## src/rtl/csr_pkg.sv

```systemverilog
// Shared CSR types and constants for the encoder and the SpGEMM datapath.
package csr_pkg;

    localparam int unsigned CSR_LANES  = 16;
    localparam int unsigned CSR_LANE_W = 32;
    localparam int unsigned CSR_IDX_W  = 4;

    // Lane 0 sits at the MSBs of the flattened 512-bit bus.
    typedef logic [0:CSR_LANES-1][CSR_LANE_W-1:0] csr_arr_t;

    typedef enum logic [1:0] {
        StIdle,
        StScan,
        StDone
    } csr_state_e;

endpackage

```

## src/rtl/dense_to_csr_enc_if.sv

```systemverilog
// Dense element stream: row-major values with a valid/ready handshake.
interface dense_to_csr_enc_if;

    logic                              valid;
    logic [csr_pkg::CSR_LANE_W-1:0]    data;
    logic                              ready;

    modport master (output valid, output data, input ready);
    modport slave  (input valid, input data, output ready);

endinterface

```

## src/rtl/csr_lane_wr.sv

```systemverilog
// Packed 16-lane register with synchronous clear and a single indexed write port.
module csr_lane_wr
    import csr_pkg::*;
(
    input  logic                            clk_i,
    input  logic                            rst_i,
    input  logic                            clr_i,
    input  logic                            we_i,
    input  logic [CSR_IDX_W-1:0]            idx_i,
    input  logic [CSR_LANE_W-1:0]           data_i,
    output logic [CSR_LANES*CSR_LANE_W-1:0] flat_o
);

    csr_arr_t arr_q;

    always_ff @(posedge clk_i or posedge rst_i) begin
        if (rst_i) begin
            arr_q <= '0;
        end else if (clr_i) begin
            arr_q <= '0;
        end else if (we_i) begin
            arr_q[idx_i] <= data_i;
        end
    end

    assign flat_o = arr_q;

endmodule

```

## src/rtl/dense_to_csr_enc.sv

```systemverilog
// Dense-to-CSR encoder: consumes a row-major element stream and builds NV/CI/RP lane arrays.
module dense_to_csr_enc
    import csr_pkg::*;
#(
    parameter int unsigned LANES  = CSR_LANES,
    parameter int unsigned LANE_W = CSR_LANE_W
) (
    input  logic                    clk_i,
    input  logic                    rst_i,
    input  logic                    start_i,
    input  logic [3:0]              rows_i,
    input  logic [4:0]              cols_i,
    dense_to_csr_enc_if.slave       elem,
    output logic [LANES*LANE_W-1:0] NV_o,
    output logic [LANES*LANE_W-1:0] CI_o,
    output logic [LANES*LANE_W-1:0] RP_o,
    output logic [4:0]              nnz_o,
    output logic                    computing_o,
    output logic                    op_complete_o,
    output logic                    overflow_o
);

    csr_state_e state_q;
    logic [3:0] rows_q, row_q;
    logic [4:0] cols_q, col_q;
    logic [4:0] nnz_q;
    logic       ovf_q, done_q, busy_q;

    logic       beat, nonzero, room, store, row_end, last_beat;
    logic [4:0] nnz_nxt;

    assign elem.ready = (state_q == StScan);

    // A start in the same cycle as a handshake discards the beat.
    assign beat      = elem.valid && elem.ready && !start_i;
    assign nonzero   = (elem.data != '0);
    assign room      = (nnz_q < 5'd16);
    assign store     = beat && nonzero && room;
    assign nnz_nxt   = nnz_q + {4'd0, store};
    assign row_end   = (col_q == cols_q - 5'd1);
    assign last_beat = row_end && (row_q == rows_q - 4'd1);

    always_ff @(posedge clk_i or posedge rst_i) begin
        if (rst_i) begin
            state_q <= StIdle;
            rows_q  <= '0;
            cols_q  <= '0;
            row_q   <= '0;
            col_q   <= '0;
            nnz_q   <= '0;
            ovf_q   <= 1'b0;
            done_q  <= 1'b0;
            busy_q  <= 1'b0;
        end else if (start_i) begin
            rows_q <= rows_i;
            cols_q <= cols_i;
            row_q  <= '0;
            col_q  <= '0;
            nnz_q  <= '0;
            ovf_q  <= 1'b0;
            if (rows_i == 4'd0 || cols_i == 5'd0) begin
                state_q <= StDone;
                done_q  <= 1'b1;
                busy_q  <= 1'b0;
            end else begin
                state_q <= StScan;
                done_q  <= 1'b0;
                busy_q  <= 1'b1;
            end
        end else if (beat) begin
            nnz_q <= nnz_nxt;
            if (nonzero && !room) begin
                ovf_q <= 1'b1;
            end
            if (row_end) begin
                col_q <= '0;
                row_q <= row_q + 4'd1;
                if (last_beat) begin
                    state_q <= StDone;
                    done_q  <= 1'b1;
                    busy_q  <= 1'b0;
                end
            end else begin
                col_q <= col_q + 5'd1;
            end
        end
    end

    csr_lane_wr u_nv (
        .clk_i  (clk_i),
        .rst_i  (rst_i),
        .clr_i  (start_i),
        .we_i   (store),
        .idx_i  (nnz_q[3:0]),
        .data_i (elem.data),
        .flat_o (NV_o)
    );

    csr_lane_wr u_ci (
        .clk_i  (clk_i),
        .rst_i  (rst_i),
        .clr_i  (start_i),
        .we_i   (store),
        .idx_i  (nnz_q[3:0]),
        .data_i ({{(LANE_W-5){1'b0}}, col_q}),
        .flat_o (CI_o)
    );

    // RP[0] is never written; nnz already saturates at 16, so RP does too.
    csr_lane_wr u_rp (
        .clk_i  (clk_i),
        .rst_i  (rst_i),
        .clr_i  (start_i),
        .we_i   (beat && row_end),
        .idx_i  (row_q + 4'd1),
        .data_i ({{(LANE_W-5){1'b0}}, nnz_nxt}),
        .flat_o (RP_o)
    );

    assign nnz_o         = nnz_q;
    assign computing_o   = busy_q;
    assign op_complete_o = done_q;
    assign overflow_o    = ovf_q;

endmodule

```

## src/flat_wrapper.sv

```systemverilog
// flat-port wrapper written by rule: the top's interface ports become plain ports
module dense_to_csr_enc_flat import csr_pkg::*;
#(
    parameter int unsigned LANES  = CSR_LANES,
    parameter int unsigned LANE_W = CSR_LANE_W
)
  (clk_i, rst_i, start_i, rows_i, cols_i, NV_o, CI_o, RP_o, nnz_o, computing_o, op_complete_o, overflow_o, elem_valid, elem_data, elem_ready);
  dense_to_csr_enc_if elem_i ();
  input  logic clk_i;
  input  logic rst_i;
  input  logic start_i;
  input  logic [3:0] rows_i;
  input  logic [4:0] cols_i;
  output logic [LANES*LANE_W-1:0] NV_o;
  output logic [LANES*LANE_W-1:0] CI_o;
  output logic [LANES*LANE_W-1:0] RP_o;
  output logic [4:0] nnz_o;
  output logic computing_o;
  output logic op_complete_o;
  output logic overflow_o;
  input wire logic [$bits(elem_i.valid)-1:0] elem_valid;
  input wire logic [$bits(elem_i.data)-1:0] elem_data;
  output wire logic [$bits(elem_i.ready)-1:0] elem_ready;
  assign elem_i.valid = elem_valid;
  assign elem_i.data = elem_data;
  assign elem_ready = elem_i.ready;
  dense_to_csr_enc #(.LANES(LANES), .LANE_W(LANE_W)) u_core (.clk_i(clk_i), .rst_i(rst_i), .start_i(start_i), .rows_i(rows_i), .cols_i(cols_i), .elem(elem_i), .NV_o(NV_o), .CI_o(CI_o), .RP_o(RP_o), .nnz_o(nnz_o), .computing_o(computing_o), .op_complete_o(op_complete_o), .overflow_o(overflow_o));
endmodule
```

## config.mk

```make
export PLATFORM = sky130hd
export DESIGN_NAME = dense_to_csr_enc_flat
export DESIGN_NICKNAME = d
export VERILOG_FILES = /design/src/rtl/csr_pkg.sv /design/src/rtl/dense_to_csr_enc_if.sv /design/src/rtl/csr_lane_wr.sv /design/src/rtl/dense_to_csr_enc.sv /design/src/flat_wrapper.sv
export SDC_FILE = /design/constraint.sdc
export NUM_CORES = 1
export LEC_CHECK = 0
export BUFFER_PORTS_ARGS = -buffer_cell sky130_fd_sc_hd__clkbuf_2
export CORE_AREA = 2 2 615 617
export DETAILED_ROUTE_END_ITERATION = 12
export DIE_AREA = 0 0 617 619
export PLACE_DENSITY = 0.3
export SLEW_MARGIN = 20
export SYNTH_ARGS = -nofsm -noshare
export SYNTH_HDL_FRONTEND = slang
export SYNTH_SLANG_ARGS = --single-unit
```

## constraint.sdc

```tcl
create_clock -name clk_i -period 23.5 [get_ports clk_i]
set_input_delay 2.35 -clock clk_i [delete_from_list [all_inputs] [get_ports clk_i]]
set_output_delay 2.35 -clock clk_i [all_outputs]
set_load 0.05 [all_outputs]
```

# Word-level counts from Yosys, hierarchy flattened

Index checks and enable logic that the tools add are counted.

Register bits after elaboration: 1,564
Input port bits: 45
Output and inout port bits: 1,545
Word-level logic and storage cells: 135

Add/sub/neg operators: 5
Magnitude comparators: 5
Eq/ne operators: 3
Multiplexer cells: 39
Bitwise operators: 2
Reduce and logical (&&, ||, !) cells: 24

Operator list:

| kind                                                       | number |
|---|---|
| 2-to-1 mux 512 bit                                         | 6 |
| bitwise mux 512 bit                                        | 3 |
| demux 32 bit (select 4 bit)                                | 2 |
| 2-to-1 mux 32 bit                                          | 2 |
| nonzero test 32 bit                                        | 1 |
| 2-to-1 mux 5 bit                                           | 5 |
| 2-to-1 mux 1 bit                                           | 13 |
| 2-to-1 mux 4 bit                                           | 3 |
| nonzero test 2 bit                                         | 6 |
| >= comparator 5 bit, second input constant                 | 2 |
| less-than comparator 5 x 1 -> 1 bit, second input constant | 2 |
| 2-to-1 mux 2 bit                                           | 5 |
| inverter 4 -> 5 bit                                        | 2 |
| logical AND 1 bit                                          | 9 |
| adder 5 x 1 -> 5 bit                                       | 1 |
| adder 5 x 1 -> 5 bit, second input constant                | 1 |
| == test 5 bit                                              | 1 |
| logical NOT 5 bit                                          | 1 |
| less-than comparator 5 bit, second input constant          | 1 |
| subtractor 5 x 1 -> 5 bit, second input constant           | 1 |
| adder 4 x 1 -> 4 bit, second input constant                | 1 |
| == test 4 bit                                              | 1 |
| logical NOT 4 bit                                          | 1 |
| AND reduction 2 bit                                        | 2 |
| other kinds (5)                                            | 6 |

# Longest topological paths before layout

Depth in word-level cells: 9
Depth in mapped cells: 15
Depth with buffers taken out: 11

# Hierarchy

Synthesis repeated with hierarchy kept, for this count alone.

Cell total of the unflattened synthesis: 5,494
Area, all modules: 68,687.1 µm²

Modules (own cells, without submodules):

| module           | times used | cells each | area an instance (µm²) | seq. area each (µm²) |
|---|---|---|---|---|
| csr_lane_wr      | 3          | 1,774      | 22,374.0               | 12,812.3 |
| dense_to_csr_enc | 1          | 172        | 1,565.3                | 650.6 |

# Worst setup path after synthesis

Ideal clock, no wire load.

Kind: input -> register
From: input port elem_data[4]
To: register u_core.u_rp.arr_q, in the netlist u_core.u_rp.flat_o[100]
Data arrival time: 4,934 ps
Data required time: 23,379 ps
Slack: 18,445 ps
Cell stages on the path: 15
Cell sequence: clkbuf_1 nor4_1 nand4_1 buf_4 o21ai_0 nor2_1 ha_1 ha_1 nand3_1 xnor2_1 nor2_1 and3_1 clkbuf_1 buf_2 a22o_1

Longest elaborated chain between the ends: 7

Ends and longest elaborated chain:

| what                            | line                   | text |
|---|---|---|
| from (decl)                     | flat_wrapper.sv:22     | `input wire logic [$bits(elem_i.data)-1:0] elem_data;` |
| nonzero test 32 bit             | dense_to_csr_enc.sv:36 | `assign nonzero = (elem.data != '0);` |
| logical AND 1 bit (2 in series) | dense_to_csr_enc.sv:38 | `assign store = beat && nonzero && room;` |
| adder 5 x 1 -> 5 bit            | dense_to_csr_enc.sv:39 | `assign nnz_nxt = nnz_q + {4'd0, store};` |
| bitwise mux 512 bit             | csr_lane_wr.sv:22      | `arr_q[idx_i] <= data_i;` |
| 2-to-1 mux 512 bit              | csr_lane_wr.sv:21      | `end else if (we_i) begin` |
| 2-to-1 mux 512 bit              | csr_lane_wr.sv:19      | `end else if (clr_i) begin` |
| to (signal, indexed assignment) | csr_lane_wr.sv:22      |  |
| to (decl)                       | csr_lane_wr.sv:14      | `csr_arr_t arr_q;` |

Every way passes these cells. The select of a mux whose other input is x is not followed.
A chain may end at the register's enable or synchronous reset.

# Final worst setup path

From: input port elem_data[21]
To: register u_core.u_rp.arr_q, in the netlist u_core.u_rp.flat_o[132]

The elaborated chain is that of the path after synthesis.

==> flow_summary.toml <==
[clocking]
post_cts_buffers = 0
cts_made_buffers = 98
cts_max_level = 3
cts_tree = "done"
root_buffer = "clkbuf_16"
post_cts_resized = 0
clk_latency_ns = 0.80
clk_pin_slew_ns = 0.06
cts.sinks = 698
cts_max_path_buffers = 4
holdBufCountCts = 0

[global_routing]
grt_pass1_wl_um = 242000
grt_usage_pct = 9.36
antenna_found_initial = 44
grt_pass1_vias = 24200
gr-total-overflow = 0
grt_max_degree = 157

[sta]
worst_pin_slew_ns = 1.11
setup_violations = 0
rsz0062_at_grt = "no"
timing.hold.ws_ns = 0.506
fin_tns_setup_ns = 0
period_needed_ns = 6.16
slew_violations = 0
relSlewSlack_pct = 25.7
fmax_mhz = 162
finalHoldViolations = 0
setup_ws_ns = 17.34
skew_ns = 0.0737
post-route-period-util_pct = 26.2

[worst_setup_path]
cp.required_ns = 24.21
crit_slowest_cell = "nor4_1"
cp-start-kind = "input port"
worstPathArrival_ns = 6.87
slowest_delay_ns = 0.89
crit_path_end_kind = "register"
cp_cell_sequence = "clkbuf_2, buf_4, nor4_1, nand4_1, buf_4, o21ai_0, nor2_1, ha_1, ha_1, nand3_1, xnor2_1, nor2_1, and3_1, a22o_1"
worst-setup-path-type = "input port to register"
crit_fanout = 17

[yosys]
yosys_most_used_dff = "dfrtp_1"
synthDistinctLibCells = 63
ys_warn_count = 0
netlist_instances = 3674
synth_most_common_cell = "buf_4"
synth_top_cell_area_share_pct = 49.0
yosysTopAreaCell = "dfrtp_1"
avgSynthCellArea_um2 = 9.71
ys_top_cells_by_count = "889 x buf_4, 698 x dfrtp_1, 642 x nand2_1, 328 x mux2i_1, 313 x nor2_1"
ys_seq_area_share_pct = 49.0
synth.area.top_cells = "dfrtp_1 49%, buf_4 19%, mux2i_1 9.2%"
synthesis.area_um2 = 35700
async_flop_share_pct = 100
synth_edf_count = 0
ys_ff_latch = 698

[drt]
wire_per_inst_um = 20.1
vias = 26100
first_pass_iters = 5
vias_per_cell = 2.78
drtIter0Drc = 1811
wl_um = 189000
drc = 0
ant_nets = 0

[floorplan]
rows = 225
die_h_um = 619
core_area_um2 = 375000
dieArea_um2 = 382000
die_x_um = 617
initial_utilization_pct = 9.52
ios = 1590

[power_and_ir_drop]
p_clk_share_pct = 47.0
power.switching_mw = 1.07
vdd_ir_drop_max_mv = 0.0476
p_int_mw = 2.09
swShare_pct = 33.8
p_comb_share_pct = 14.7
p_seq_share_pct = 38.3
p_leak_nw = 22.7
powerDensity_nw_per_um2 = 70.2

[placed_design]
numPortBuffers = 725
placed_area_um2 = 41900
detailed_place_hpwl_um = 132000
gp_congestion = 0.717
post-place-ws_ns = 16.29
dp_cells = 9210

[flow_run]
maxCapViolations = 0

[finish]
instances_no_fill = 9386
n_fill_cell = 43000
drive_gt1_share_pct = 22.8
regArea_um2 = 17500
area_delta_synth_final_pct = 26.3
stdcell_area_um2 = 45100
multi_input_area_um2 = 13800
nets = 4371

[run_status]
outcome = "finished, final reports clean"

[worst_hold_path]
worstHoldPathType = "register to register"
==> final timing paths <==
kind                                         from                      end  slack, ns  depth (start not counted)
max                                 elem_data[21]  u_core.u_rp.flat_o[132]      17.34                         14
min                        u_core.u_rp.flat_o[64]   u_core.u_rp.flat_o[64]       0.51                          1
max reg2reg                  u_core.op_complete_o  u_core.u_rp.flat_o[132]      19.76                         12
min reg2reg                u_core.u_rp.flat_o[64]   u_core.u_rp.flat_o[64]       0.51                          1
max in group asynchronous                   rst_i  u_core.u_nv.flat_o[460]      18.30                          6
min in group asynchronous                   rst_i  u_core.u_nv.flat_o[357]       1.58                          2
==> cells by family (layout without fill, tap and decap cells) <==
group,count (synthesis),in the layout,share of synthesized area (%)
other,1,873,0.0105
muxes,334,334,9.40
AOI/OAI and AO/OA,435,435,7.42
adders and majority gates,9,9,0.316
buffers and inverters,1143,989,21.9
and+or+nand+nor,1037,1037,11.6
DFF,698,698,49.0
xor gates and xnor gates,17,17,0.439
==> layout by cell type (no fill, tap or decap), drive strengths merged, types with 8 or more instances in the layout <==
cell	Yosys	routed
xnor2	12	12
a21oi	306	306
nand2	642	642
ha	9	9
and3	15	15
nor4	16	16
conb	1	864
clkinv	0	22
diode	0	9
nor3	13	13
o21ai	22	22
dfrtp	698	698
nor2	314	314
mux2i	328	328
a22o	45	45
buf	972	101
o21a	8	8
a31oi	19	19
inv	12	16
clkbuf	159	844
==> critical path, delay by kind of cell <==
| kind | cells | cell delay (ns) |
|---|---|---|
| xor gates and xnor gates | 1 | 0.09 |
| adders and majority gates | 2 | 0.45 |
| and+or+nand+nor | 6 | 2.47 |
| AOI/OAI and AO/OA | 2 | 0.58 |
| buffers and inverters | 3 | 0.82 |
==> sequential cells by signal, indices dropped and copies added (netlist names) <==
signal,cells
u_core.rows_q,4
u_core.u_ci.flat_o,80
u_core.nnz_o,5
u_core.col_q,5
u_core.cols_q,5
u_core.state_q,1
u_core.u_rp.flat_o,80
u_core.u_nv.flat_o,512
u_core.overflow_o,1
u_core.row_q,4
u_core.op_complete_o,1
==> power by group through the flow <==
stage,sequential [mW],combinational [mW],clock (mW)
after floorplan,1.24,0.481,0
after global placement,1.23,0.471,0
after detailed placement,1.23,0.471,0
after CTS,1.21,0.471,1.56
after global routing,1.21,0.489,1.60
final,1.21,0.465,1.49
==> final cells by class <==
class	instances	share of cell area, %
Antenna cell	9	0.0500
Clock inverter	32	0.719
Clock buffer	134	6.08
Inverter	12	0.117
Timing Repair Buffer	811	9.74
Sequential cell	698	38.8
Multi-Input combinational cell	2696	30.7
Tap cell	4994	13.9
==> layer usage <==
metal | vias up | share of wire [%] | global-route usage, %
li1 | 11500 | - | -
met1 | 13300 | 42 | 11.9
met2 | 1196 | 49 | 15.9
met3 | 148 | 7.1 | 2.24
met4 | 6 | 2.0 | 2.11
met5 | - | 0.019 | 0
==> through the flow <==
step                      power [mW]  utilization, %
after floorplan                 1.72               -
final                           3.16            12.0
after detailed placement        1.70            11.2
after global routing            3.30            12.0
after global placement          1.70            11.2
after CTS                       3.24            12.0
No activity file was read; power rests on OpenSTA's default activity.
